<file path="config.mk">
export PLATFORM = sky130hd
export DESIGN_NAME = fetch_unit
export DESIGN_NICKNAME = d
export VERILOG_FILES = /design/src/rtl/fetch_unit.sv
export SDC_FILE = /design/constraint.sdc
export NUM_CORES = 1
export LEC_CHECK = 0
export ABC_AREA = 0
export CORE_MARGIN = 2
export CORE_UTILIZATION = 43
export DETAILED_ROUTE_END_ITERATION = 8
export PLACE_DENSITY_LB_ADDON = 0.12
export SKIP_CTS_REPAIR_TIMING = 1
export SLEW_MARGIN = 30
export SYNTH_ARGS = -nofsm -noshare
export SYNTH_HDL_FRONTEND = slang
export SYNTH_SLANG_ARGS = --single-unit
</file>
<file path="constraint.sdc">
create_clock -name clk -period 2 [get_ports clk]
set_clock_uncertainty 0.2 [all_clocks]
set_input_delay 0.4 -clock clk [delete_from_list [all_inputs] [get_ports clk]]
set_output_delay 0.4 -clock clk [all_outputs]
set_load 0.02 [all_outputs]
</file>
<file path="src/rtl/fetch_unit.sv">
// Instruction fetch stage: issues imem reads, hands instructions to the IF/ID register,
// and absorbs downstream stalls and redirects without losing or duplicating an address.
module fetch_unit #(
  parameter logic [31:0] RESET_PC = 32'h4000_0060
) (
  input  logic        clk,
  input  logic        rst,
  input  logic        stall_i,
  input  logic        redirect_i,
  input  logic [31:0] redirect_pc_i,
  output logic        imem_read_o,
  output logic [31:0] imem_address_o,
  input  logic        imem_resp_i,
  input  logic [31:0] imem_rdata_i,
  output logic        if_valid_o,
  output logic        if_flush_o,
  output logic [31:0] if_pc_o,
  output logic [31:0] if_instr_o
);

  localparam int unsigned XLEN = 32;

  typedef enum logic [1:0] {
    S_IDLE   = 2'd0,
    S_FETCH  = 2'd1,
    S_HOLD   = 2'd2,
    S_SQUASH = 2'd3
  } state_t;

  state_t          r_state;
  state_t          w_state_nxt;
  logic [XLEN-1:0] r_pc;
  logic [XLEN-1:0] r_sq_addr;
  logic [XLEN-1:0] r_buf_instr;
  logic [XLEN-1:0] w_pc_nxt;
  logic [XLEN-1:0] w_sq_addr_nxt;
  logic [XLEN-1:0] w_buf_instr_nxt;
  logic [XLEN-1:0] w_pc_inc;
  logic [XLEN-1:0] w_target;
  logic            w_unused_lsb;

  assign w_pc_inc     = r_pc + XLEN'(4);
  assign w_target     = {redirect_pc_i[XLEN-1:2], 2'b00};
  assign w_unused_lsb = ^redirect_pc_i[1:0];

  // State and datapath registers
  always_ff @(posedge clk or negedge rst) begin
    if (!rst) begin
      r_state     <= S_IDLE;
      r_pc        <= RESET_PC;
      r_sq_addr   <= '0;
      r_buf_instr <= '0;
    end else begin
      r_state     <= w_state_nxt;
      r_pc        <= w_pc_nxt;
      r_sq_addr   <= w_sq_addr_nxt;
      r_buf_instr <= w_buf_instr_nxt;
    end
  end

  // Next state and zero-latency handoff to IF/ID
  always_comb begin
    w_state_nxt     = r_state;
    w_pc_nxt        = r_pc;
    w_sq_addr_nxt   = r_sq_addr;
    w_buf_instr_nxt = r_buf_instr;
    imem_read_o     = 1'b0;
    imem_address_o  = r_pc;
    if_valid_o      = 1'b0;
    if_flush_o      = 1'b0;
    if_pc_o         = r_pc;
    if_instr_o      = r_buf_instr;

    case (r_state)
      S_IDLE: begin
        w_state_nxt = S_FETCH;
      end

      S_FETCH: begin
        imem_read_o = 1'b1;
        if_flush_o  = redirect_i;
        if_instr_o  = imem_rdata_i;
        if (redirect_i) begin
          w_pc_nxt = w_target;
          // Read still in flight: keep presenting its address until the response drains
          if (!imem_resp_i) begin
            w_sq_addr_nxt = r_pc;
            w_state_nxt   = S_SQUASH;
          end
        end else if (imem_resp_i) begin
          if (stall_i) begin
            w_buf_instr_nxt = imem_rdata_i;
            w_state_nxt     = S_HOLD;
          end else begin
            if_valid_o = 1'b1;
            w_pc_nxt   = w_pc_inc;
          end
        end
      end

      S_HOLD: begin
        if_flush_o = redirect_i;
        if (redirect_i) begin
          w_pc_nxt    = w_target;
          w_state_nxt = S_FETCH;
        end else if (!stall_i) begin
          if_valid_o  = 1'b1;
          w_pc_nxt    = w_pc_inc;
          w_state_nxt = S_FETCH;
        end
      end

      S_SQUASH: begin
        imem_read_o    = 1'b1;
        imem_address_o = r_sq_addr;
        if_flush_o     = redirect_i;
        if (redirect_i) begin
          w_pc_nxt = w_target;
        end
        if (imem_resp_i) begin
          w_state_nxt = S_FETCH;
        end
      end

      default: begin
        w_state_nxt = S_IDLE;
      end
    endcase
  end

endmodule

</file>
# Yosys cells after proc, flatten, opt, wreduce, memory -nomap -nowiden
# Cells that the tools add are included.
# Widths: inputs -> output; s select.
# word_totals
regBits,98
elab_cells,47
# classes
add_sub_neg,1
n_eq_ne,9
muxes,23
bitwise_logic,2
n_reduce_logical,8
# op_table
op,count
$mux 32,7
$pmux 32 s3,1
$add 32x3->32 const B,1
$mux 2,7
$ne 3x3->1 const B,4
$pmux 2 s4,1
$mux 1,6
$reduce_and 3->1,2
$reduce_and 5->1,1
$eq 2x2->1 const B,2
$ne 2x2->1 const B,2
$reduce_and 4->1,1
$reduce_bool 3->1,1
$reduce_or 3->1,1
$eq 2x1->1 const B,1
$logic_not 2->1,1
$not 1->1,2
$pmux 1 s2,1
$reduce_or 2->1,1

# Logic depth before layout (Yosys ltp)
# Gate-level depths: netlist of run 1.
# depth
word_depth,5
mapped_depth,8

# Worst setup path before layout of run 1
# Ideal clock, no wire load.
# synth_timing
path_kind,flip-flop to output port
start,reg r_state[1]
end,out if_valid_o
arrival_time_ps,1764
t_required_ps,1400
path_slack_ps,-364
stages_incl_launch_ff,7
path_buffers,2
path_cell_list,dfrtp_1 inv_1 ha_1 buf_2 buf_1 a21oi_1 nor3b_1
# synth_via
elab_chain_cells,2
# synth_lines
item,line,text
from (decl),30,state_t r_state;
from (signal assigned),54,r_state <= w_state_nxt;
$eq 2x2->1 or $eq 2x1->1 (tied branches),74,case (r_state)
$pmux 1 s2 *,74,
to (decl),15,"output logic if_valid_o,"
# Every way passes the cells marked *; elsewhere a longest branch is shown, timed or not.

# Worst setup path in the final report of run 1
# layout_timing
start,reg r_state[1]
end,out imem_address_o[17]
# layout_via
elab_chain_cells,2
# layout_lines
item,line,text
$eq 2x2->1,74,
$mux 32,74,
to (decl),12,"output logic [31:0] imem_address_o,"
# No other way between the ends.

==> impl_metrics.yaml, run 1 <==
timing:
  timing.final.crit_share_pct: 116.9
  period_needed_ns: 2.339
  setup_violations: 95
  slew_headroom_pct: 66.57
  layout_setup_ws_ns: -0.3386
  tns_ns: -24.70
  maxSlewViolCount: 0
  tightest_slew_ns: 0.5015
  max_freq_mhz: 427.6
  rsz0062_at_grt: "yes"
  hold_viol: 0
clocking:
  numCtsBuffers: 9
  clkLatencyLatePin_ns: 0.34
  clk_pin_slew_ns: 0.06
  cts_tree: "yes"
  cts_root_buffer: "clkbuf_16"
  cts_buffer_depth: 2
  clock_sinks: 94
  cts-htree-levels: 3
layout:
  drive_gt1_share_pct: 49.01
  instances_no_fill: 857
  antennaDiodeCount: 0
  final_cell_mix: "mux2_2, dfrtp_1, buf_4"
  seq_area_um2: 2360
  areaGrowthSynthToFinish_pct: 58.19
  multi_input_area_um2: 2985
  nNetsFinal: 779
  final_common_cell: "mux2_2"
  fillCellCount: 915
setup_path:
  cp-end-kind: "primary output"
  critPathKind: "flop to primary output"
  startpoint_type: "flop"
  critPathMaxFanout: 9
  worstPathRequired_ns: 1.40
  cp.arrival_ns: 1.74
power_and_ir_drop:
  combinationalPowerShare_pct: 65.5
  vdd.ir_drop.worst_mv: 0.9260
  switching_share_pct: 40.60
  power_switching_uw: 6160
  power_frac_seq_pct: 23.9
  p_clk_share_pct: 10.6
  power_leakage_uw: 0.003816
  finalPower_uw: 15170
  pwr_density_cell_nw_per_um2: 1807
  internal-power_uw: 9011
yosys:
  synth_area_um2: 5309
  yosys-top-cells-area: "dfrtp_1, mux2_2, a21oi_1"
  synth_ff_type: "dfrtp_1"
  synthCells: 474
  synthArstFlopShare_pct: 100.0
  synth-edff-count: 0
  ys_ff_latch: 94
  yosysSeqAreaShare_pct: 44.38
  synth.top_cell.area_share_pct: 42.89
  yosysUniqueCellTypes: 61
  ys_warn_count: 0
  synth_top_area_cell: "dfrtp_1"
  syn_area_per_cell_um2: 11.20
grt:
  track_usage_pct: 22.63
  grt_pass1_vias: 4750
  grt_start_max_net_pins: 35
  grt_overflow: 0
  grt_pass1_wl_mm: 23.65
  grt_antenna_before_repair: 0
run:
  maxCapViolations: 0
placement:
  dp_cells: 824
  dp_hpwl_mm: 10.82
  io_buffers: 161
  gp_congestion: 0.8513
die:
  die_x_um: 115.1
  die-height_um: 115.1
  die_area_um2: 13250
  core_area_um2: 12010
  start_util_pct: 44.20
  row_count: 40
  pin_count: 168
status:
  status: "finished with violations"
  failed_checks: "negative setup slack"
detailed_routing:
  drt_iter0_drc: 218
  wl_per_cell_um: 18.70
  wl_mm: 16.03
  postRouteAntennaNets: 0
  routed_via_density: 5.530
  first_pass_iters: 4
  vias: 4739
  drcViolationCount: 0
worst_hold_path:
  hp-class: "flop to flop"
## synth_stat cells, drive strengths merged (2+ instances only)
cell     count
mux2       122
dfrtp       91
a21oi       40
nand2       34
buf         33
nor2        17
o21ai       16
nand3       14
nand4       11
o22ai        9
inv          8
nor3         8
and4         5
ha           5
o32ai        5
or2          5
a311oi       4
and3         4
clkbuf       4
o22a         4
a2bb2oi      3
a31oi        3
dfstp        3
nor4         3
a211oi       2
nand2b       2
nor2b        2
## critical path, stage by stage, from the launching register on
cell and delay (ns):
dfrtp_1 0.39, buf_6 0.12, ha_4 0.21, clkbuf_16 0.19, mux2_2 0.33, clkbuf_2 0.16
## final timing paths
kind	startpoint	to	slack [ns]	cells past startpoint
worst min-delay path	r_sq_addr[27]$_DFFE_PN0P_	r_sq_addr[27]$_DFFE_PN0P_	0.30	2
worst max-delay path	r_state[1]$_DFFE_PN0P_	imem_address_o[17]	-0.34	5
worst max register to register	r_state[1]$_DFFE_PN0P_	if_pc_o[13]$_DFFE_PN0P_	-0.28	10
max in group asynchronous	rst	r_state[0]$_DFFE_PN0P_	0.63	3
worst min register to register	r_sq_addr[27]$_DFFE_PN0P_	r_sq_addr[27]$_DFFE_PN0P_	0.30	2
min in group asynchronous	rst	r_sq_addr[16]$_DFFE_PN0P_	0.38	2
## layout make-up
cell class / instances / share of cell area (%)
multi-input combinational: 338 / 35.55
timing repair buffer: 254 / 30.56
sequential: 94 / 28.10
clock buffer: 13 / 2.980
tap: 147 / 2.190
inverter: 8 / 0.3874
clock inverter: 3 / 0.2384
## cells by family (layout without fill, tap and decap cells)
kind of cell | Yosys count | after routing | synth area share [%]
muxes | 123 | 123 | 26.07
and+or+nand+nor | 108 | 108 | 11.67
AOI/OAI and AO/OA | 97 | 97 | 12.18
DFF | 94 | 94 | 44.38
buffers and inverters | 45 | 278 | 4.289
adders and majority gates | 5 | 5 | 1.178
other | 1 | 4 | 0.07064
xor gates and xnor gates | 1 | 1 | 0.1650
## state kept, by name (all words and copies together) (netlist names)
register     count
r_state          2
if_pc_o         30
r_sq_addr       30
r_buf_instr     32
## metrics by stage
| stage | instance area, um^2 | hold WS [ns] | util (%) | worst slack, ns |
|---|---|---|---|---|
| after floorplan | 5333 | -0.09559 | - | -0.04174 |
| after global placement | 7626 | 0.1951 | 63.49 | -0.5058 |
| after detailed placement | 7626 | 0.1984 | 63.49 | -0.5303 |
| after CTS | 7896 | -0.1718 | 65.74 | -0.7964 |
| after global routing | 8398 | 0.3205 | 69.92 | -0.3956 |
| final | 8398 | 0.2956 | 69.92 | -0.3386 |
## layer usage
layer,part of all wire [%],global-route usage [%],routed length [um]
met3,6.2,5.061,996
met1,43,29.85,6866
met5,0,0,0
met2,50,36.78,7972
met4,1.2,8.273,194
## power groups by stage
stage          Clock, uW  Combinational, uW  Sequential [uW]
2_1_floorplan          0               4660             3850
3_3_place_gp           0               8920             3540
3_5_place_dp           0               9060             3600
4_1_cts             1640               9110             3580
5_1_grt             1750              10500             3780
6_report            1610               9940             3630
(Power assumes the default switching activity.)
==> inputs of run 2 (changes only) <==
- SLEW_MARGIN: 30 -> unset
==> results of run 2 <==
Final layout, timing and power as in run 1 (identical DEF).
